===== src/rtl/serial_add_pkg.sv =====
// Shared types and constants for the bit-serial adder.
// State encoding and default operand width.
package serial_add_pkg;

  localparam int DEFAULT_WIDTH = 8;

  typedef enum logic [1:0] {
    IDLE = 2'd0,
    RUN  = 2'd1,
    DONE = 2'd2
  } state_t;

  // Counter width needed to index WIDTH bits.
  function automatic int cnt_width(input int w);
    return (w < 2) ? 1 : $clog2(w);
  endfunction

endpackage


===== src/rtl/serial_add_bit.sv =====
// One-bit full-add cell for the serial adder.
// Two half-add stages merged by an OR on the carries.
module serial_add_bit (
  input  logic a,
  input  logic b,
  input  logic cin,
  output logic s,
  output logic cout
);

  logic w_s1;
  logic w_c1;
  logic w_c2;

  // First half add: operand bits.
  assign w_s1 = a ^ b;
  assign w_c1 = a & b;

  // Second half add: partial sum with incoming carry.
  assign s    = w_s1 ^ cin;
  assign w_c2 = w_s1 & cin;

  // Only one half stage can carry at a time.
  assign cout = w_c1 | w_c2;

endmodule


===== src/rtl/serial_add_ctrl.sv =====
// Bit-serial unsigned adder: one operand bit per clock.
// Result and carry publish on the edge entering DONE.
module serial_add_ctrl
  import serial_add_pkg::*;
#(
  parameter int WIDTH = DEFAULT_WIDTH
) (
  input  logic             clk,
  input  logic             rst_n,
  input  logic             start,
  input  logic             clr,
  input  logic [WIDTH-1:0] a,
  input  logic [WIDTH-1:0] b,
  output logic             busy,
  output logic             done,
  output logic [WIDTH-1:0] sum,
  output logic             carry_out
);

  localparam int CW = cnt_width(WIDTH);
  localparam logic [CW-1:0] LAST = CW'(WIDTH - 1);

  state_t           r_state;
  logic [WIDTH-1:0] r_a;
  logic [WIDTH-1:0] r_b;
  logic [WIDTH-1:0] r_acc;
  logic [WIDTH-1:0] r_sum;
  logic             r_carry;
  logic             r_cout;
  logic [CW-1:0]    r_cnt;

  logic             w_s;
  logic             w_cout;
  logic [WIDTH-1:0] w_acc_nxt;

  serial_add_bit u_bit (
    .a    (r_a[0]),
    .b    (r_b[0]),
    .cin  (r_carry),
    .s    (w_s),
    .cout (w_cout)
  );

  // New sum bit enters at the top; after WIDTH shifts bit 0 sits at the LSB.
  assign w_acc_nxt = {w_s, r_acc[WIDTH-1:1]};

  // Controller, operand shifters, counter and result registers.
  always_ff @(posedge clk or negedge rst_n) begin
    if (!rst_n) begin
      r_state <= IDLE;
      r_a     <= '0;
      r_b     <= '0;
      r_acc   <= '0;
      r_sum   <= '0;
      r_carry <= 1'b0;
      r_cout  <= 1'b0;
      r_cnt   <= '0;
    end else begin
      unique case (r_state)
        IDLE, DONE: begin
          if (clr) begin
            r_state <= IDLE;
          end else if (start) begin
            r_a     <= a;
            r_b     <= b;
            r_acc   <= '0;
            r_carry <= 1'b0;
            r_cnt   <= '0;
            r_state <= RUN;
          end else begin
            r_state <= IDLE;
          end
        end
        RUN: begin
          if (clr) begin
            r_state <= IDLE;
          end else begin
            r_a     <= r_a >> 1;
            r_b     <= r_b >> 1;
            r_acc   <= w_acc_nxt;
            r_carry <= w_cout;
            if (r_cnt == LAST) begin
              r_cnt   <= '0;
              r_sum   <= w_acc_nxt;
              r_cout  <= w_cout;
              r_state <= DONE;
            end else begin
              r_cnt   <= r_cnt + CW'(1);
            end
          end
        end
        default: begin
          r_state <= IDLE;
        end
      endcase
    end
  end

  // Status flags decode registered state only.
  assign busy      = (r_state == RUN);
  assign done      = (r_state == DONE);
  assign sum       = r_sum;
  assign carry_out = r_cout;

endmodule


===== config.mk =====
export PLATFORM = sky130hd
export DESIGN_NAME = serial_add_ctrl
export DESIGN_NICKNAME = d
export VERILOG_FILES = /design/src/rtl/serial_add_pkg.sv /design/src/rtl/serial_add_bit.sv /design/src/rtl/serial_add_ctrl.sv
export SDC_FILE = /design/constraint.sdc
export NUM_CORES = 1
export LEC_CHECK = 0
export CAP_MARGIN = 5
export CORE_ASPECT_RATIO = 1.75
export CORE_MARGIN = 4
export CORE_UTILIZATION = 50
export CTS_CLUSTER_SIZE = 8
export DETAILED_ROUTE_END_ITERATION = 8
export DONT_BUFFER_PORTS = 1
export PLACE_DENSITY = 0.68
export SYNTH_ARGS = -nofsm -noshare
export SYNTH_HDL_FRONTEND = slang
export SYNTH_SLANG_ARGS = --single-unit
export TNS_END_PERCENT = 100

===== constraint.sdc =====
create_clock -name clk -period 1.55 [get_ports clk]
set_input_delay 0.31 -clock clk [delete_from_list [all_inputs] [get_ports clk]]
set_output_delay 0.31 -clock clk [all_outputs]
set_load 0.05 [all_outputs]

==> impl_results.rst <==
.. list-table::
   :header-rows: 1

   * - Metric
     - Value
   * - Via count of the routed design
     - 975
   * - Power density cells
     - 1170 mW/mm^2
   * - Number of non-filler instances in the completed layout
     - 180
   * - Worst stage delay on the critical path
     - 430 ps
   * - Total wirelength of the detailed-routed design
     - 3.06 mm
   * - Leading cell types in the layout, fill and taps excluded
     - sky130_fd_sc_hd__dfrtp_1, sky130_fd_sc_hd__mux2_2, sky130_fd_sc_hd__mux2_4
   * - Max-cap violation count
     - 0
   * - Min-Delay Path Depth
     - 1
   * - Top achievable clock speed
     - 651 MHz
   * - Worst-path clk slew
     - 70 ps
   * - GRT Total Usage
     - 0.155
   * - Cell Area, Placed
     - 0.00179 sq mm
   * - Final Worst Setup Slack
     - 13.5 ps
   * - Min-delay worst type
     - in -> reg
   * - Crit path time final
     - 1540 ps
   * - Average wire per standard cell
     - 17.0 um
   * - Finished layout cell area
     - 0.00209 sq mm
   * - Vias in the first global route
     - 1,070
   * - Start of the worst register-to-register path
     - r_cnt[0]
   * - Maximum level of the CTS H-tree
     - 2
   * - Total area of multi-input combinational cells
     - 776 sq um
   * - Maximum number of pins on one net before global-route repair
     - 39
   * - Fraction of the yosys area taken by sequential cells
     - 0.559
   * - Filler cell count in the final layout
     - 239
   * - Critical Path Source Type
     - flop
   * - Routed wl met3
     - 212 um
   * - Run status
     - finished, final reports clean
   * - Total congestion overflow after global routing
     - 0
   * - Crit. Startpoint
     - r_state[0]
   * - Pin slew with the least headroom to its limit
     - 492 ps
   * - Capturing element type of the critical path
     - output pin
   * - Reg area
     - 951 sq um
   * - Total stage count of the critical path
     - 3
   * - Setup slack after placement
     - -30.3 ps
   * - Average size of a mapped cell
     - 14.7 sq um
   * - Max transition margin
     - 0.672
   * - Final-report max-slew violation count
     - 0
   * - Top cell type's share of synthesized area
     - 0.559
   * - Max stage delay cell, worst path
     - sky130_fd_sc_hd__dfrtp_1
   * - Final clock skew
     - 5.22 ps
   * - Starting density of the core
     - 0.530
   * - Worst path buffer plus inverter count
     - 2
   * - Maximum buffer depth of the clock tree
     - 2
   * - Max FO, Critical Path
     - 4
   * - Post-Synthesis Net Count
     - 139
   * - Yosys Warn Count
     - 0
   * - IO Port Bufs
     - 0
   * - Die X
     - 52.1 um
   * - Clock tree root driver cell
     - sky130_fd_sc_hd__clkbuf_8
   * - Post-synthesis register bit count
     - 38
   * - Unrepaired setup endpoints after global routing
     - true
   * - Most common library cell in the layout ignoring fill and taps
     - sky130_fd_sc_hd__dfrtp_1
   * - Required time of the worst setup path
     - 1240 ps
   * - Worst path arrival time
     - 1230 ps
   * - DRC viols
     - 0
   * - Area growth syn-to-layout
     - 22.6%
   * - Detailed-routed wire length on met2
     - 1.59 mm
   * - Top Layer Used
     - met4
   * - First-pass GRT wire length
     - 5.01 mm
   * - Die Height
     - 85.2 um
   * - Final period utilization
     - 0.991
   * - Setup slack, reg-to-reg
     - 20 ps
   * - Rows
     - 27
   * - Cell count after synthesis
     - 116
   * - Ranking of synthesized cells by area
     - sky130_fd_sc_hd__dfrtp_1, sky130_fd_sc_hd__mux2_2, sky130_fd_sc_hd__mux2_4
   * - Cell type contributing the most total cell area after synthesis
     - sky130_fd_sc_hd__dfrtp_1
   * - Die Area
     - 0.00444 sq mm
   * - Clock network latency to the later pin of the worst-skew pair
     - 290 ps
   * - Number of sinks on the clock net
     - 38
   * - Share of final-layout standard cells stronger than drive strength 1
     - 0.496
   * - GPL Wtd Cong
     - 0.688
   * - CTS tree
     - built
   * - Final Hold Violating Endpoints
     - 0
   * - I/O pin count
     - 31
   * - Worst IR Drop VDD
     - 0.848 mV
   * - Cell leakage power
     - 0.981 nW
   * - Diode insertion count for antenna repair
     - 0
   * - Final Net Count
     - 159
   * - Setup Crit Path Kind
     - reg -> out
   * - Worst Reg-to-Reg Cells
     - 5
   * - Number of DRC violations after detailed-routing iteration 0
     - 10
   * - CP cell instances
     - buf_4, and2b_1, buf_6
   * - Per-cell via count in the routed design
     - 5.42
   * - Synth cell types
     - 22
   * - Area of the core region
     - 0.00321 sq mm
   * - Reg2Reg Capture Point
     - sum[6]
   * - Total clock buffers created by CTS
     - 5
   * - Cell family with most CP delay
     - flip-flops
   * - Netlist area before placement
     - 0.00170 sq mm
   * - Initial DRT Pass Iterations
     - 3
   * - Detail Placement HPWL
     - 1.99 mm
   * - Number of placed instances, taps included
     - 161
   * - Count of endpoints failing setup in the final report
     - 0
   * - Routed length on met1
     - 1.20 mm
   * - Worst setup path end
     - done
   * - Number of nets with antenna violations after detailed routing
     - 0
   * - Post-layout utilization of the core
     - 0.650
   * - Number of antenna violations at the first check in global routing
     - 0
## state kept, by name, summed over array words and instances, names as in the netlist
register	count
r_cnt	3
r_a	8
r_carry	1
sum	8
r_acc	7
r_b	8
carry_out	1
r_state	2
## how the worst min path moves through the flow
stage	startpoint	to	slack (ps)
2_1_floorplan	rst_n	carry_out	10
5_1_grt	clr	r_state[0]	60
3_5_place_dp	rst_n	r_a[6]	20
3_3_place_gp	rst_n	r_a[6]	20
4_1_cts	clr	r_state[0]	70
6_report	clr	r_state[0]	70
## metal layers
metal  vias to the layer above  GRT usage
li1                        456          -
met1                       487      0.163
met2                        26      0.257
met3                         6     0.0650
met4                         0     0.0788
met5                         -          0
## area by class of cell
cell class	count	area share
Timing Repair Buffer	19	0.101
Clock inverter	1	0.00240
Tap cell	43	0.0258
Inverter	1	0.00180
Sequential cell	38	0.456
Multi-Input combinational cell	71	0.372
Clock buffer	7	0.0414
## synthesized netlist by cell type
cell	instances
sky130_fd_sc_hd__a21o_1	2
sky130_fd_sc_hd__a21oi_1	2
sky130_fd_sc_hd__a21oi_2	1
sky130_fd_sc_hd__a22o_1	11
sky130_fd_sc_hd__and2b_1	1
sky130_fd_sc_hd__buf_2	1
sky130_fd_sc_hd__buf_4	2
sky130_fd_sc_hd__buf_6	2
sky130_fd_sc_hd__clkbuf_1	1
sky130_fd_sc_hd__dfrtp_1	38
sky130_fd_sc_hd__fa_1	1
sky130_fd_sc_hd__ha_1	2
sky130_fd_sc_hd__inv_1	1
sky130_fd_sc_hd__mux2_2	30
sky130_fd_sc_hd__mux2_4	7
sky130_fd_sc_hd__nand2_1	2
sky130_fd_sc_hd__nand2b_1	2
sky130_fd_sc_hd__nor2_1	3
sky130_fd_sc_hd__nor2b_1	3
sky130_fd_sc_hd__nor3b_1	1
sky130_fd_sc_hd__o21a_1	1
sky130_fd_sc_hd__o21ai_0	2
## power breakdown
group | leakage, nW | internal (mW) | switching [mW] | total [mW]
sequential | 0.492 | 1.16 | 0.114 | 1.27
clock | 0.0482 | 0.359 | 0.337 | 0.695
combinational | 0.441 | 0.296 | 0.177 | 0.473
## kinds of logic (layout without fill, tap and decap cells)
logic type / count (synthesis) / count (layout) / synth area share
buffers and inverters: 7 / 28 / 0.0294
adders and majority gates: 3 / 3 / 0.0265
and+or+nand+nor: 12 / 12 / 0.0382
muxes: 37 / 37 / 0.260
AOI/OAI and AO/OA: 19 / 19 / 0.0868
DFF: 38 / 38 / 0.559
## stage by stage
stage                     hold slack (ps)  setup TNS (ps)  total power [mW]
after floorplan                      14.4               0              1.58
after global placement               15.2               0              1.66
after detailed placement             15.2            -267              1.68
after CTS                            69.0               0              2.41
after global routing                 58.5            -154              2.59
final                                74.2               0              2.44
## what timing repair did
action / CTS / global route
pin swaps: 0 / 1
setup endpoints to repair: 22 / 11
setup buffers: 1 / 7
resized for setup: 5 / 19
hold buffers: 2 / 0
endpoints found under the hold margin: 38 / 0
cloned: 1 / 0
Note: power is estimated with default switching activity, not from simulation.
